<file path="src/rtl/mod_n_counter_prog.sv">
// Programmable up/down modulo-M counter with load/clear, one-shot stop and a
// registered terminal-count pulse. Modulus 0 selects the parameter default N.
module mod_n_counter_prog #(
  parameter int W = 4,
  parameter int N = 6
) (
  input  logic         clk,
  input  logic         rst,
  input  logic         clr,
  input  logic         load,
  input  logic [W-1:0] load_val,
  input  logic         en,
  input  logic         up,
  input  logic         oneshot,
  input  logic [W-1:0] modulus,
  output logic [W-1:0] q,
  output logic         tc,
  output logic         done
);

  // N may equal 2**W, so only M-1 is ever held in W bits.
  localparam logic [W-1:0] N_M1 = W'(N - 1);

  logic [W-1:0] m_max_s;
  logic [W-1:0] q_d, q_q;
  logic         tc_d, tc_q;
  logic         done_d, done_q;

  // Next-state: clr > load > enabled step > hold; tc is a one-cycle pulse.
  always_comb begin
    m_max_s = (modulus == {W{1'b0}}) ? N_M1 : (modulus - {{(W-1){1'b0}}, 1'b1});
    q_d     = q_q;
    tc_d    = 1'b0;
    done_d  = done_q;
    if (clr) begin
      q_d    = {W{1'b0}};
      done_d = 1'b0;
    end else if (load) begin
      q_d    = (load_val > m_max_s) ? m_max_s : load_val;
      done_d = 1'b0;
    end else if (en && !done_q) begin
      if (up) begin
        // Out-of-range q after a modulus reduction counts as terminal.
        if (q_q >= m_max_s) begin
          tc_d = 1'b1;
          if (oneshot) begin
            q_d    = m_max_s;
            done_d = 1'b1;
          end else begin
            q_d = {W{1'b0}};
          end
        end else begin
          q_d = q_q + {{(W-1){1'b0}}, 1'b1};
        end
      end else begin
        if (q_q > m_max_s) begin
          q_d = m_max_s;
        end else if (q_q == {W{1'b0}}) begin
          tc_d = 1'b1;
          if (oneshot) begin
            q_d    = {W{1'b0}};
            done_d = 1'b1;
          end else begin
            q_d = m_max_s;
          end
        end else begin
          q_d = q_q - {{(W-1){1'b0}}, 1'b1};
        end
      end
    end else begin
      q_d = q_q;
    end
  end

  // State registers with asynchronous reset.
  always_ff @(posedge clk or posedge rst) begin
    if (rst) begin
      q_q    <= {W{1'b0}};
      tc_q   <= 1'b0;
      done_q <= 1'b0;
    end else begin
      q_q    <= q_d;
      tc_q   <= tc_d;
      done_q <= done_d;
    end
  end

  assign q    = q_q;
  assign tc   = tc_q;
  assign done = done_q;

endmodule
</file>
<file path="config.mk">
export PLATFORM = sky130hd
export DESIGN_NAME = mod_n_counter_prog
export DESIGN_NICKNAME = d
export VERILOG_FILES = /design/src/rtl/mod_n_counter_prog.sv
export SDC_FILE = /design/constraint.sdc
export NUM_CORES = 1
export LEC_CHECK = 0
export BUFFER_PORTS_ARGS = -buffer_cell sky130_fd_sc_hd__buf_2
export CORE_ASPECT_RATIO = 1.5
export CORE_UTILIZATION = 35
export DETAILED_ROUTE_END_ITERATION = 6
export HOLD_SLACK_MARGIN = 0.08
export REMOVE_ABC_BUFFERS = 1
export SYNTH_ARGS = -nofsm -noshare
export SYNTH_HDL_FRONTEND = slang
export SYNTH_SLANG_ARGS = --single-unit
</file>
<file path="constraint.sdc">
create_clock -name clk -period 5.5 [get_ports clk]
set_input_delay 0.55 -clock clk [delete_from_list [all_inputs] [get_ports clk]]
set_output_delay 0.55 -clock clk [all_outputs]
set_load 0.02 [all_outputs]
</file>
==> summary.txt <==
Status
  • Outcome: finished clean

Worst setup path
  • Worst setup endpoint: done
  • Setup crit end kind: flip-flop
  • Depth of the most critical reg-to-reg path: 6
  • Kind of launch point of the worst setup path: primary input
  • Minimum setup slack among reg-to-reg paths: 3020 ps
  • Most repeated library cell on the critical path: ha_1
  • Critical register-to-register path endpoint: done
  • CP Max Fanout: 6
  • Launching point of the worst reg2reg path: q[1]
  • Critical path arrival: between 3000 and 4000 ps
  • Beginning of the critical path: modulus[0]
  • Critical-path cell list: buf_2, inv_1, ha_1, nor3b_1, or2_2, ha_1, nor2b_1, o211ai_1, a21oi_1, o41ai_1, a32o_1
  • Required @ worst endpoint: approximately 5700 ps
  • Master of the slowest instance on the critical path: o41ai_1
  • Critical path type: primary input to flip-flop
  • Max incr delay on CP: ~550 ps

STA
  • Layout Skew: about 2.4 ps
  • Ratio of final minimum period to clock period: between 50% and 60%
  • Final TNS setup: 0 ps
  • Final-report max-slew violation count: 0
  • Slew at the pin closest to its max-slew limit: 586 ps
  • RSZ-0062 raised after global routing: false
  • Maximum clock frequency: between 300 and 400 MHz
  • Post-route minimum period: around 3100 ps
  • Total count of hold-check failures in the final report: 0
  • Normalized max-slew margin: around 61%
  • Finish-stage setup viols: 0

CTS
  • Inserted Clock Buffers: 3
  • Clk root buf: clkbuf_8
  • Post-CTS setup repair buffer count: 0
  • Number of hold buffers added after cts: 0
  • Clock transition at the registers of the reported paths: about 40 ps
  • Number of levels the H-tree was split into: 1
  • Maximum root-to-sink buffer count: 2
  • Clock latency reported for the late side of the worst-skew pair: roughly 230 ps
  • TritonCTS sink count: 6
  • Post-CTS Resized: 0
  • TritonCTS clock tree: yes

Floorplanning
  • Number of top-level design ports: 21
  • Die footprint: roughly 3000 um^2
  • Initial core utilization: 36.8%
  • Core area: roughly 2600 um^2
  • Chip width: approximately 45 um
  • Vertical extent of the die: between 60 and 70 um
  • Number of cell rows: 23

Routing
  • Drc violations: 0
  • Total wirelength of the detailed-routed design: ~2.6 mm
  • Routed wire length per instance: between 10 and 15 um
  • Total vias in the final route: roughly 1000
  • Router iterations before antenna repair: 4
  • Number of nets still failing antenna checks after routing: 0
  • Starting DRC count in detailed routing: 48
  • Via density per instance: ~5.6

GRT
  • Total GRT Usage: between 10% and 20%
  • Pin count of the biggest net entering global routing: 13
  • Vias in the first global route: 1024
  • Overflow left after global routing: 0
  • Wire length of the first global-routing pass: ~4.4 mm
  • Initial antenna violation count: 0

Power and ir drop
  • Maximum resistive drop on vdd: 0.0964 mV
  • Clk pwr share: 23.7%
  • Logic gate share of total power: ~53%
  • Cell internal power dissipation: about 160 uW
  • Switching power share of the total: between 40 and 50%
  • Total leakage power: between 0.0005 and 0.0006 uW
  • Fraction of power consumed by sequential logic: approximately 23%
  • Ratio of total power to cell area: approximately 250 nW/um^2
  • Switching pwr: 122 uW

Flow run
  • # Max-Cap Violations: 0

Logic synthesis
  • Average footprint of a synthesized cell: a little under 8 um^2
  • Yosys cell types: 38
  • Biggest area consumer among synthesized cells: dfrtp_1
  • Dominant cell by count in the synthesized netlist: nor2_1
  • EDFF count, synth: 0
  • Synth Instances: between 100 and 150
  • Post-synth ARST share: 100%
  • Synthesized cell area: about 970 um^2
  • Proportion of synthesized chip area in sequential cells: about 15%
  • Biggest area contributors in the synthesized netlist: dfrtp_1, ha_1, nor2_1
  • Proportion of netlist area held by the largest area contributor: between 10% and 20%
  • Number of warnings printed during yosys synthesis: 0
  • Most common library cells after synthesis: nor2_1, ha_1, inv_1, nand2_1
  • Most frequently used flop master after synthesis: dfrtp_1
  • Number of storage elements in the synthesis netlist: 6

Finish
  • Synthesis-to-finish area growth: 16.2%
  • Filler Cell Count: about 290
  • Antenna diode count: 0
  • Total Nets Final: 171
  • Fraction of final layout cells with drive strength greater than 1: between 15 and 20%
  • Summed area of non-filler cells in the final layout: approximately 1100 um^2

Place
  • Post-detail-place hpwl: approximately 2.1 mm
  • Final Wtd Congestion: about 0.96
  • Placed standard-cell area: about 1100 um^2
  • Count of buffers from port buffering: 20

Min path
  • Worst min-delay path class: primary input to asynchronous set/reset pin
critical path, delay by kind of cell:
family | cells | cell delay (ps)
AOI/OAI and AO/OA | 4 | 1420
buffers and inverters | 2 | 140
adders and majority gates | 2 | 540
and+or+nand+nor | 3 | 640
layout by cell type, fill, tap and decap left out, types with 2 or more instances in the layout:
| master | synthesis | final |
|---|---|---|
| buf_2 | 0 | 20 |
| clkbuf_8 | 0 | 3 |
| mux2i_1 | 6 | 6 |
| nor2_1 | 18 | 18 |
| o21ai_0 | 2 | 2 |
| nand3_1 | 3 | 3 |
| a21oi_1 | 4 | 4 |
| a211oi_1 | 5 | 5 |
| nor2b_1 | 4 | 4 |
| nand2b_1 | 5 | 5 |
| and2_1 | 2 | 2 |
| dfrtp_1 | 6 | 6 |
| a2111oi_2 | 2 | 2 |
| nor3_1 | 4 | 4 |
| ha_1 | 11 | 11 |
| and4_1 | 2 | 2 |
| o211ai_1 | 6 | 6 |
| o221ai_1 | 2 | 2 |
| nand2_1 | 9 | 9 |
| inv_1 | 9 | 9 |
| xnor2_1 | 3 | 3 |
area by class of cell:
| class | instances | area, um^2 | share of cell area [%] |
|---|---|---|---|
| clock buffers | 3 | 41.3 | 3.65 |
| inverters | 9 | 33.8 | 2.99 |
| multi-input cells | 105 | 759 | 67.1 |
| flip-flops and latches | 6 | 150 | 13.3 |
| well taps | 37 | 46.3 | 4.09 |
| repair buffers | 20 | 100 | 8.85 |
state kept, by name (all words and copies together) (netlist names):
register / flops
tc: 1
q: 4
done: 1
power by group through the flow:
stage                     Combinational [uW]  Clock [uW]  Sequential (uW)
after floorplan                          103           0             67.5
after global placement                   146           0             65.1
after detailed placement                 147           0             65.8
after CTS                                149        66.7             65.0
after global routing                     167        70.1             66.0
final                                    150        66.6             64.6
how the worst min path moves through the flow:
stage | from | endpoint | slack, ps
after floorplan | rst | done | 340
after global placement | rst | q[3] | 470
final | rst | q[3] | 220
after detailed placement | rst | q[3] | 470
after global routing | rst | done | 250
after CTS | rst | q[3] | 230
cell families (layout without fill, tap and decap cells):
logic type	after synthesis	after routing	share of synthesized area, %
AND/OR/NAND/NOR	52	52	28.0
AO/OA/AOI/OAI	32	32	25.8
buffers and inverters	13	32	6.56
adder cells (fa/ha/maj)	11	11	14.1
multiplexers	7	7	7.33
flip-flops	6	6	15.4
XOR/XNOR	3	3	2.70
per-layer routing:
metal	part of all wire [%]	global-route usage (%)	wire, um	vias to the layer above
li1	-	-	-	499
met5	0	0	0	-
met4	2.9	9.09	74	0
met3	3.8	2.71	99	7
met2	51	34.4	1320	46
met1	42	22.3	1090	451
through the flow:
stage | instances | utilization [%] | setup slack, ps | power [uW] | hold WS, ps
after floorplan | 120 | - | 2710 | 170 | 341
after global placement | 177 | 41.2 | 2250 | 211 | 466
after detailed placement | 177 | 41.2 | 2210 | 213 | 466
after CTS | 180 | 42.7 | 2420 | 280 | 230
after global routing | 180 | 42.7 | 2190 | 303 | 250
final | 180 | 42.7 | 2370 | 281 | 223
Power figures use the tool's default switching activity.
